[src/rtl/fir_output_stage.sv]
// fir_output_stage: back end of the 41-tap lowpass FIR.
// It re-times the input valid strobe to the FIR output, drops the start-up
// partial sums, decimates by DECIM and queues the kept samples in a FIFO
// with a valid/ready interface to the consumer.
//
// Optional feature: define FIR_OUT_PEAK_EN to add a peak-magnitude tracker
// over the written samples (adds peak_clr input and peak_abs output).
//
// Ports:
//   clk_100MHz  system clock, rising edge
//   reset       synchronous, active-high
//   in_valid    valid strobe presented to the FIR together with x
//   fir_y       FIR output sample, two's complement
//   out_data    FIFO head sample
//   out_valid   out_data is valid
//   out_ready   consumer accepts when out_valid & out_ready
//   fifo_level  current FIFO occupancy
//   overflow    sticky: a kept sample was dropped because the FIFO was full
//   peak_clr    (FIR_OUT_PEAK_EN) clear peak_abs
//   peak_abs    (FIR_OUT_PEAK_EN) largest |sample| written since reset/clear
module fir_output_stage #(
  parameter int unsigned DATA_W      = 17,
  parameter int unsigned FIR_LATENCY = 1,
  parameter int unsigned WARMUP      = 40,
  parameter int unsigned DECIM       = 4,
  parameter int unsigned FIFO_DEPTH  = 8
) (
  input  logic                          clk_100MHz,
  input  logic                          reset,
  input  logic                          in_valid,
  input  logic [DATA_W-1:0]             fir_y,
  output logic [DATA_W-1:0]             out_data,
  output logic                          out_valid,
  input  logic                          out_ready,
  output logic [$clog2(FIFO_DEPTH):0]   fifo_level,
  output logic                          overflow
`ifdef FIR_OUT_PEAK_EN
  ,
  input  logic                          peak_clr,
  output logic [DATA_W-1:0]             peak_abs
`endif
);

  localparam int unsigned PTR_W = $clog2(FIFO_DEPTH);
  localparam int unsigned LVL_W = $clog2(FIFO_DEPTH) + 1;
  localparam int unsigned WU_W  = (WARMUP > 0) ? $clog2(WARMUP + 1) : 1;
  localparam int unsigned DEC_W = (DECIM > 1) ? $clog2(DECIM) : 1;

  logic [FIR_LATENCY-1:0] vld_sr;
  logic                   y_valid;
  logic [WU_W-1:0]        wu_cnt;
  logic                   warm_done;
  logic [DEC_W-1:0]       dec_cnt;
  logic                   keep;

  logic [DATA_W-1:0]      mem [FIFO_DEPTH];
  logic [PTR_W-1:0]       wr_ptr;
  logic [PTR_W-1:0]       rd_ptr;
  logic [PTR_W-1:0]       rd_ptr_nxt;
  logic                   pop;
  logic                   full;
  logic                   push;
  logic                   drop;
  logic [LVL_W-1:0]       remain;
  logic [LVL_W-1:0]       level_nxt;

  // Valid delay chain matching the FIR pipeline latency
  if (FIR_LATENCY == 1) begin : g_lat1
    always_ff @(posedge clk_100MHz) begin
      if (reset) vld_sr <= '0;
      else       vld_sr <= in_valid;
    end
  end else begin : g_latn
    always_ff @(posedge clk_100MHz) begin
      if (reset) vld_sr <= '0;
      else       vld_sr <= {vld_sr[FIR_LATENCY-2:0], in_valid};
    end
  end

  assign y_valid   = vld_sr[FIR_LATENCY-1];
  assign warm_done = (wu_cnt == WU_W'(WARMUP));
  assign keep      = y_valid & warm_done & (dec_cnt == '0);

  // FIFO control; a full FIFO still accepts a push when the head leaves in the same cycle
  assign pop        = out_valid & out_ready;
  assign full       = (fifo_level == LVL_W'(FIFO_DEPTH));
  assign push       = keep & (~full | pop);
  assign drop       = keep & full & ~pop;
  assign rd_ptr_nxt = rd_ptr + PTR_W'(pop);
  assign remain     = fifo_level - LVL_W'(pop);
  assign level_nxt  = remain + LVL_W'(push);

  // Warm-up discard and decimation counters
  always_ff @(posedge clk_100MHz) begin
    if (reset) begin
      wu_cnt  <= '0;
      dec_cnt <= '0;
    end else if (y_valid) begin
      if (!warm_done)                       wu_cnt  <= wu_cnt + WU_W'(1);
      else if (dec_cnt == DEC_W'(DECIM - 1)) dec_cnt <= '0;
      else                                  dec_cnt <= dec_cnt + DEC_W'(1);
    end
  end

  // Sample storage (no reset needed, contents are qualified by the pointers)
  always_ff @(posedge clk_100MHz) begin
    if (push) mem[wr_ptr] <= fir_y;
  end

  // Pointers, level and the registered head; a push into an otherwise empty
  // FIFO loads the head register straight from fir_y
  always_ff @(posedge clk_100MHz) begin
    if (reset) begin
      wr_ptr     <= '0;
      rd_ptr     <= '0;
      fifo_level <= '0;
      out_valid  <= 1'b0;
      out_data   <= '0;
      overflow   <= 1'b0;
    end else begin
      if (push) wr_ptr <= wr_ptr + PTR_W'(1);
      rd_ptr     <= rd_ptr_nxt;
      fifo_level <= level_nxt;
      out_valid  <= (level_nxt != '0);
      if (level_nxt != '0) begin
        out_data <= (remain == '0) ? fir_y : mem[rd_ptr_nxt];
      end
      if (drop) overflow <= 1'b1;
    end
  end

`ifdef FIR_OUT_PEAK_EN
  localparam logic [DATA_W-1:0] MOST_NEG = {1'b1, {(DATA_W-1){1'b0}}};
  localparam logic [DATA_W-1:0] MAX_POS  = {1'b0, {(DATA_W-1){1'b1}}};

  logic [DATA_W-1:0] abs_y;

  // Magnitude of the incoming sample, most negative value saturated
  always_comb begin
    abs_y = fir_y;
    if (fir_y == MOST_NEG)    abs_y = MAX_POS;
    else if (fir_y[DATA_W-1]) abs_y = -fir_y;
  end

  // Peak tracker over written samples; clear wins over an update
  always_ff @(posedge clk_100MHz) begin
    if (reset)                         peak_abs <= '0;
    else if (peak_clr)                 peak_abs <= '0;
    else if (push && abs_y > peak_abs) peak_abs <= abs_y;
  end
`endif

endmodule

[config.mk]
export PLATFORM = sky130hd
export DESIGN_NAME = fir_output_stage
export DESIGN_NICKNAME = d
export VERILOG_FILES = /design/src/rtl/fir_output_stage.sv
export SDC_FILE = /design/constraint.sdc
export NUM_CORES = 1
export LEC_CHECK = 0
export ABC_CLOCK_PERIOD_IN_PS = 3750
export CORE_MARGIN = 3
export CORE_UTILIZATION = 59
export DETAILED_ROUTE_END_ITERATION = 6
export MAX_ROUTING_LAYER = met4
export PLACE_DENSITY = 0.84
export SYNTH_ARGS = -nofsm -noshare
export SYNTH_HDL_FRONTEND = slang
export SYNTH_SLANG_ARGS = --single-unit
[constraint.sdc]
create_clock -name clk_100MHz -period 3.75 [get_ports clk_100MHz]
set_input_delay 0.5625 -clock clk_100MHz [delete_from_list [all_inputs] [get_ports clk_100MHz]]
set_output_delay 0.5625 -clock clk_100MHz [all_outputs]
set_load 0.05 [all_outputs]
# Word-level counts from Yosys, hierarchy flattened
# Memory sizes are Yosys's and may differ from the RTL's.
# Cells that the tools add are included.
dict set report totals {
  ff_bits 38
  ram_bits 136
  input_bits 21
  output_inout_bits 23
  elab_cells 38
  mem_count 1
}
dict set report classes {
  n_addsub 6
  eq_ne 3
  muxes 4
  bitwise 10
  n_reduce_logical 5
}
# name depth word_bits read_ports rd_clocked_by_memory_dff wr line
set mem_list {}
lappend mem_list {mem 8 17 1 0 1 56} ;# logic [DATA_W-1:0] mem [FIFO_DEPTH];
# cell n
set ops {}
lappend ops {{$mux 17} 1}
lappend ops {{$add 6x1->6 const B} 1}
lappend ops {{$and 1x1->1} 6}
lappend ops {{$eq 6x6->1 const B} 1}
lappend ops {{$add 4x1->4} 1}
lappend ops {{$eq 4x4->1 const B} 1}
lappend ops {{$logic_not 4->1} 1}
lappend ops {{$reduce_and 2->1} 2}
lappend ops {{$reduce_bool 4->1} 1}
lappend ops {{$sub 4x1->4} 1}
lappend ops {{$add 3x1->3} 1}
lappend ops {{$add 3x1->3 const B} 1}
lappend ops {{$not 1->1} 3}
lappend ops {{$add 2x1->2 const B} 1}
lappend ops {{$eq 2x2->1 const B} 1}
lappend ops {{$logic_not 2->1} 1}
lappend ops {{$mux 1} 2}
lappend ops {{$mux 2} 1}
lappend ops {{$or 1x1->1} 1}

# Logic depth before layout (Yosys ltp)
dict set report logic_depth {
  word_depth 6
  ltp_mapped 14
  ltp_nobuf 11
}

# Worst setup path after synthesis
# No wires, ideal clock.
dict set report synth_path {
  kind {register to register}
  startpoint {register wu_cnt[0]}
  endpoint {memory mem[2][0], enable pin}
  setup_ns 0.416
  arrival_time_ns 2.752
  required_time_ns 3.334
  slack_ns 0.582
  path_stages_with_launch 9
  n_path_buf 1
  synth_period_minus_slack_ns 3.168
  cell_sequence {dfxtp_1 inv_1 ha_1 nor4bb_1 nand4_1 nor2b_1 buf_2 nand2b_1 nor3b_1}
}
dict set report synth_via {
  elab_chain_cells 6
}
# element line
set synth_rtl {}
lappend synth_rtl {{from (decl)} 51} ;# logic [WU_W-1:0] wu_cnt;
lappend synth_rtl {{from (signal assigned)} 99} ;# if (!warm_done) wu_cnt <= wu_cnt + WU_W'(1);
lappend synth_rtl {{$eq 6x6->1} 81} ;# assign warm_done = (wu_cnt == WU_W'(WARMUP));
lappend synth_rtl {{$and 1x1->1 (2 in a row)} 82} ;# assign keep = y_valid & warm_done & (dec_cnt == '0);
lappend synth_rtl {{$and 1x1->1} 87} ;# assign push = keep & (~full | pop);
lappend synth_rtl {{via push} 62} ;# logic push;
lappend synth_rtl {{$mux 1} 107} ;# if (push) mem[wr_ptr] <= fir_y;
lappend synth_rtl {{$mux 1 (not written as such)} 107}
lappend synth_rtl {{to (decl)} 56}
# The timed path passes the listed nets, and every way through them passes these cells.

# Worst setup path after layout
dict set report layout_path {
  startpoint {register wu_cnt[1]}
  endpoint {register out_data[7]}
}
dict set report layout_via {
  elab_chain_cells 6
}
# element line
set layout_rtl {}
lappend layout_rtl {{$eq 6x6->1} 81}
lappend layout_rtl {{$and 1x1->1 (2 in a row)} 82}
lappend layout_rtl {{$and 1x1->1} 87}
lappend layout_rtl {{$add 4x1->4} 91} ;# assign level_nxt = remain + LVL_W'(push);
lappend layout_rtl {{$reduce_bool 4->1} 125} ;# if (level_nxt != '0) begin
lappend layout_rtl {{to (signal assigned)} 126} ;# out_data <= (remain == '0) ? fir_y : mem[rd_ptr_nxt];
lappend layout_rtl {{to (decl)} 32} ;# output logic [DATA_W-1:0] out_data,
# No other way between the ends.
# A chain may end at the register's enable or synchronous reset.

==> key figures <==
Run status
  • Status: finished clean

Worst setup path
  • Critical path's most frequent cell: ha_1
  • Critical Path AT: 3.53 ns
  • Top Family by Delay on Critical Path: simple AND/OR/NAND/NOR gates
  • RR Startpoint: wu_cnt[1]$_SDFFE_PP0P_
  • WS Path Type: reg -> reg
  • Depth of the most critical reg-to-reg path: 10
  • Cell count along the critical path: 10
  • Worst setup EP type: register
  • Slowest CP cell: a21oi_2
  • R2r endpoint: out_data[7]$_SDFFE_PP0P_
  • CP max stage delay: 0.84 ns
  • Cell Chain, Critical Path: inv_1 > ha_1 > nor4bb_1 > nand4_1 > nor2b_1 > ha_1 > nor3b_1 > xor2_1 > a21oi_2 > a22o_1
  • WP data required: 4.11 ns
  • Crit path buf inv count: 1
  • Crit. Startpoint: wu_cnt[1]$_SDFFE_PP0P_
  • Crit start category: register
  • CP max FO: 18
  • R2R Setup Slk: 0.58 ns
  • Critical path endpoint: out_data[7]$_SDFFE_PP0P_

Logic synthesis
  • Post-synthesis register bit count: 174
  • Cell variety after synth: 40
  • Post-synth net total: 516
  • Mean Syn Cell Area: 14.76 µm²
  • Cell area after synthesis: 7146 µm²
  • Top area cells in the synthesized netlist: edfxtp_1 57%, dfxtp_1 11%, mux2i_1 5.0%, a2111oi_0 4.0%, nor2b_1 3.6%
  • Post-synth top flop: edfxtp_1
  • Async S/R FF share, synth: 0
  • Post-Syn Instances: 484
  • Area leader, netlist: edfxtp_1
  • Number of flops mapped to enable cells by yosys: 136
  • Most numerous cell in the Yosys netlist: edfxtp_1
  • Yosys top cell area share: 0.5715
  • Synth warn: 0
  • Synth top cells by count: 136 x edfxtp_1, 41 x nor2b_1, 38 x dfxtp_1
  • Sequential-to-total area share from yosys stat: 0.6780

Worst hold path
  • Worst min path class: reg -> reg

GRT
  • Pin count of the biggest net entering global routing: 70
  • First-pass GRT wire length: 22510 µm
  • Initial antenna violation count: 0
  • GRT Util Overall: 0.2339
  • Vias in the first global route: 4181
  • Grt ovf: 0

Timing
  • TNS Setup: 0 ns
  • Slew Viols, Final: 0
  • Period minus WS final: 3.170 ns
  • Hold WS: 0.4811 ns
  • Worst slew pin tran: 1.029 ns
  • Endpoints failing setup: 0
  • Crit share post-route: 0.8452
  • Clock Skews: 0.007803 ns
  • Max_slew headroom: 0.3140
  • Highest Clock Rate: 0.3155 GHz
  • RSZ-0062 raised after global routing: false
  • PnR worst setup slack: 0.5805 ns
  • Hold Fails Final Rpt: 0

Floorplan
  • DIE WIDTH: 116.1 µm
  • Die area: 13470 µm²
  • Die height: 116.1 µm
  • FP Rows: 39
  • Placeable Area: 11610 µm²
  • Initial core utilization: 0.6153
  • I/O pin count: 44

Clock network
  • CTS tree: done
  • Postcts setup bufs: 0
  • Clock latency on the worst-skew pair: 0.42 ns
  • Sink Count: 174
  • Total CTS buffers: 17
  • CTS root buf: clkbuf_16
  • PostCTS Resize Cnt: 0
  • # hold bufs at CTS: 0
  • Htree depth: 4
  • CTS max path bufs: 2
  • Clk pin slew, worst setup/hold paths: 0.06 ns

Run
  • Max_cap viols: 0

Drt
  • DR vias: 4297
  • Routed vias/inst: 6.255
  • Routed wire per std cell: 21.07 µm
  • Final WL: 14480 µm
  • DRT antenna net count: 0
  • Iteration-0 DRC count of the detailed router: 388
  • DRC viols: 0
  • TritonRoute pass-1 iters: 5

Final layout
  • Final instance area: 8337 µm²
  • Share of cells above drive strength 1: 0.1305
  • Ant diodes: 0
  • Area growth syn-to-layout: 16.67%
  • Post-layout net count: 563
  • Final Util: 0.7178
  • Fillcell total: 727

Place
  • HPWL after DPL: 8234 µm
  • Port bufs: 43
  • DP Area: 7797 µm²
  • Pre-CTS setup slack: 0.3345 ns
  • RePlAce Congestion: 0.8018

Power and ir drop
  • Lkg Pwr: 2.846 nW
  • Pwr dens: 633.0 nW/µm²
  • Highest ir drop seen on vdd: 0.6906 mV
[per-layer routing]
metal / wire [µm] / track usage
met3: 966 / 0.05587
met1: 6014 / 0.3010
met5: 0 / -
met4: 242 / 0.07734
met2: 7254 / 0.3698
[state kept, by name, summed over array words and instances, names as in the netlist]
signal,count
mem,136
out_data,17
wu_cnt,6
fifo_level,4
rd_ptr,3
wr_ptr,3
dec_cnt,2
out_valid,1
overflow,1
vld_sr,1
[worst min-delay path by stage]
| stage | start | to | slack (ns) | cells past startpoint |
|---|---|---|---|---|
| floorplan | wu_cnt[5]$_SDFFE_PP0P_ | wu_cnt[5]$_SDFFE_PP0P_ | 0.48 | 2 |
| finish | overflow$_SDFFE_PP0P_ | overflow$_SDFFE_PP0P_ | 0.48 | 2 |
| detailed placement | overflow$_SDFFE_PP0P_ | overflow$_SDFFE_PP0P_ | 0.47 | 2 |
| CTS | overflow$_SDFFE_PP0P_ | overflow$_SDFFE_PP0P_ | 0.49 | 2 |
| global route | out_data[6]$_SDFFE_PP0P_ | out_data[6]$_SDFFE_PP0P_ | 0.51 | 1 |
| global placement | overflow$_SDFFE_PP0P_ | overflow$_SDFFE_PP0P_ | 0.46 | 2 |
[placed cells by master (no fill, tap or decap), types with 2 or more instances in the layout]
master / n
nor3_2: 2
ha_1: 10
mux2_2: 17
nand4_1: 3
mux2i_1: 36
buf_12: 2
and3_1: 34
clkinv_2: 2
nor3_1: 2
nor3b_1: 2
dfxtp_1: 38
a2111oi_0: 33
clkbuf_1: 7
edfxtp_1: 136
nor2b_1: 41
nand2_1: 4
a21oi_1: 4
clkbuf_16: 17
clkdlybuf4s50_1: 43
nor3b_2: 4
a22o_1: 17
clkbuf_8: 2
nor2_1: 17
nand3_1: 2
xor2_1: 4
inv_1: 8
xnor2_1: 5
buf_4: 15
nor4_1: 17
[cell families (layout without fill, tap and decap cells)]
kind of cell	Yosys count	in the layout	synth area share
simple gates	135	135	0.1128
compound gates	60	60	0.07162
fa+ha+maj	11	11	0.01926
xor+xnor	11	11	0.01453
buf+inv	40	100	0.02661
mux	53	53	0.07722
flops	174	174	0.6780
[metrics by stage]
stage	total power, mW	std cells
2_1_floorplan	3.320	484
3_3_place_gp	3.647	655
3_5_place_dp	3.702	655
4_1_cts	5.301	687
5_1_grt	5.477	687
6_report	5.278	687
[area by class of cell]
class	instances	area, µm²	share of cell area
Sequential cell	174	4845	0.5811
Multi-Input combinational cell	270	2161	0.2592
Timing Repair Buffer	60	583.1	0.06994
Clock buffer	26	479.2	0.05748
Tap cell	143	178.9	0.02146
Clock inverter	6	60.06	0.007204
Inverter	8	30.03	0.003602
[where the power goes]
part	switching, mW	internal [mW]	total [mW]
Sequential	0.0662	2.17	2.23
Clock	0.663	0.946	1.61
Combinational	0.847	0.589	1.44
[tightest hold or removal path, stage by stage, from the launching register on]
cell and delay [ns]:
dfxtp_1 0.33, nor2_1 0.05, nor2_1 0.07
Power figures use the tool's default switching activity.
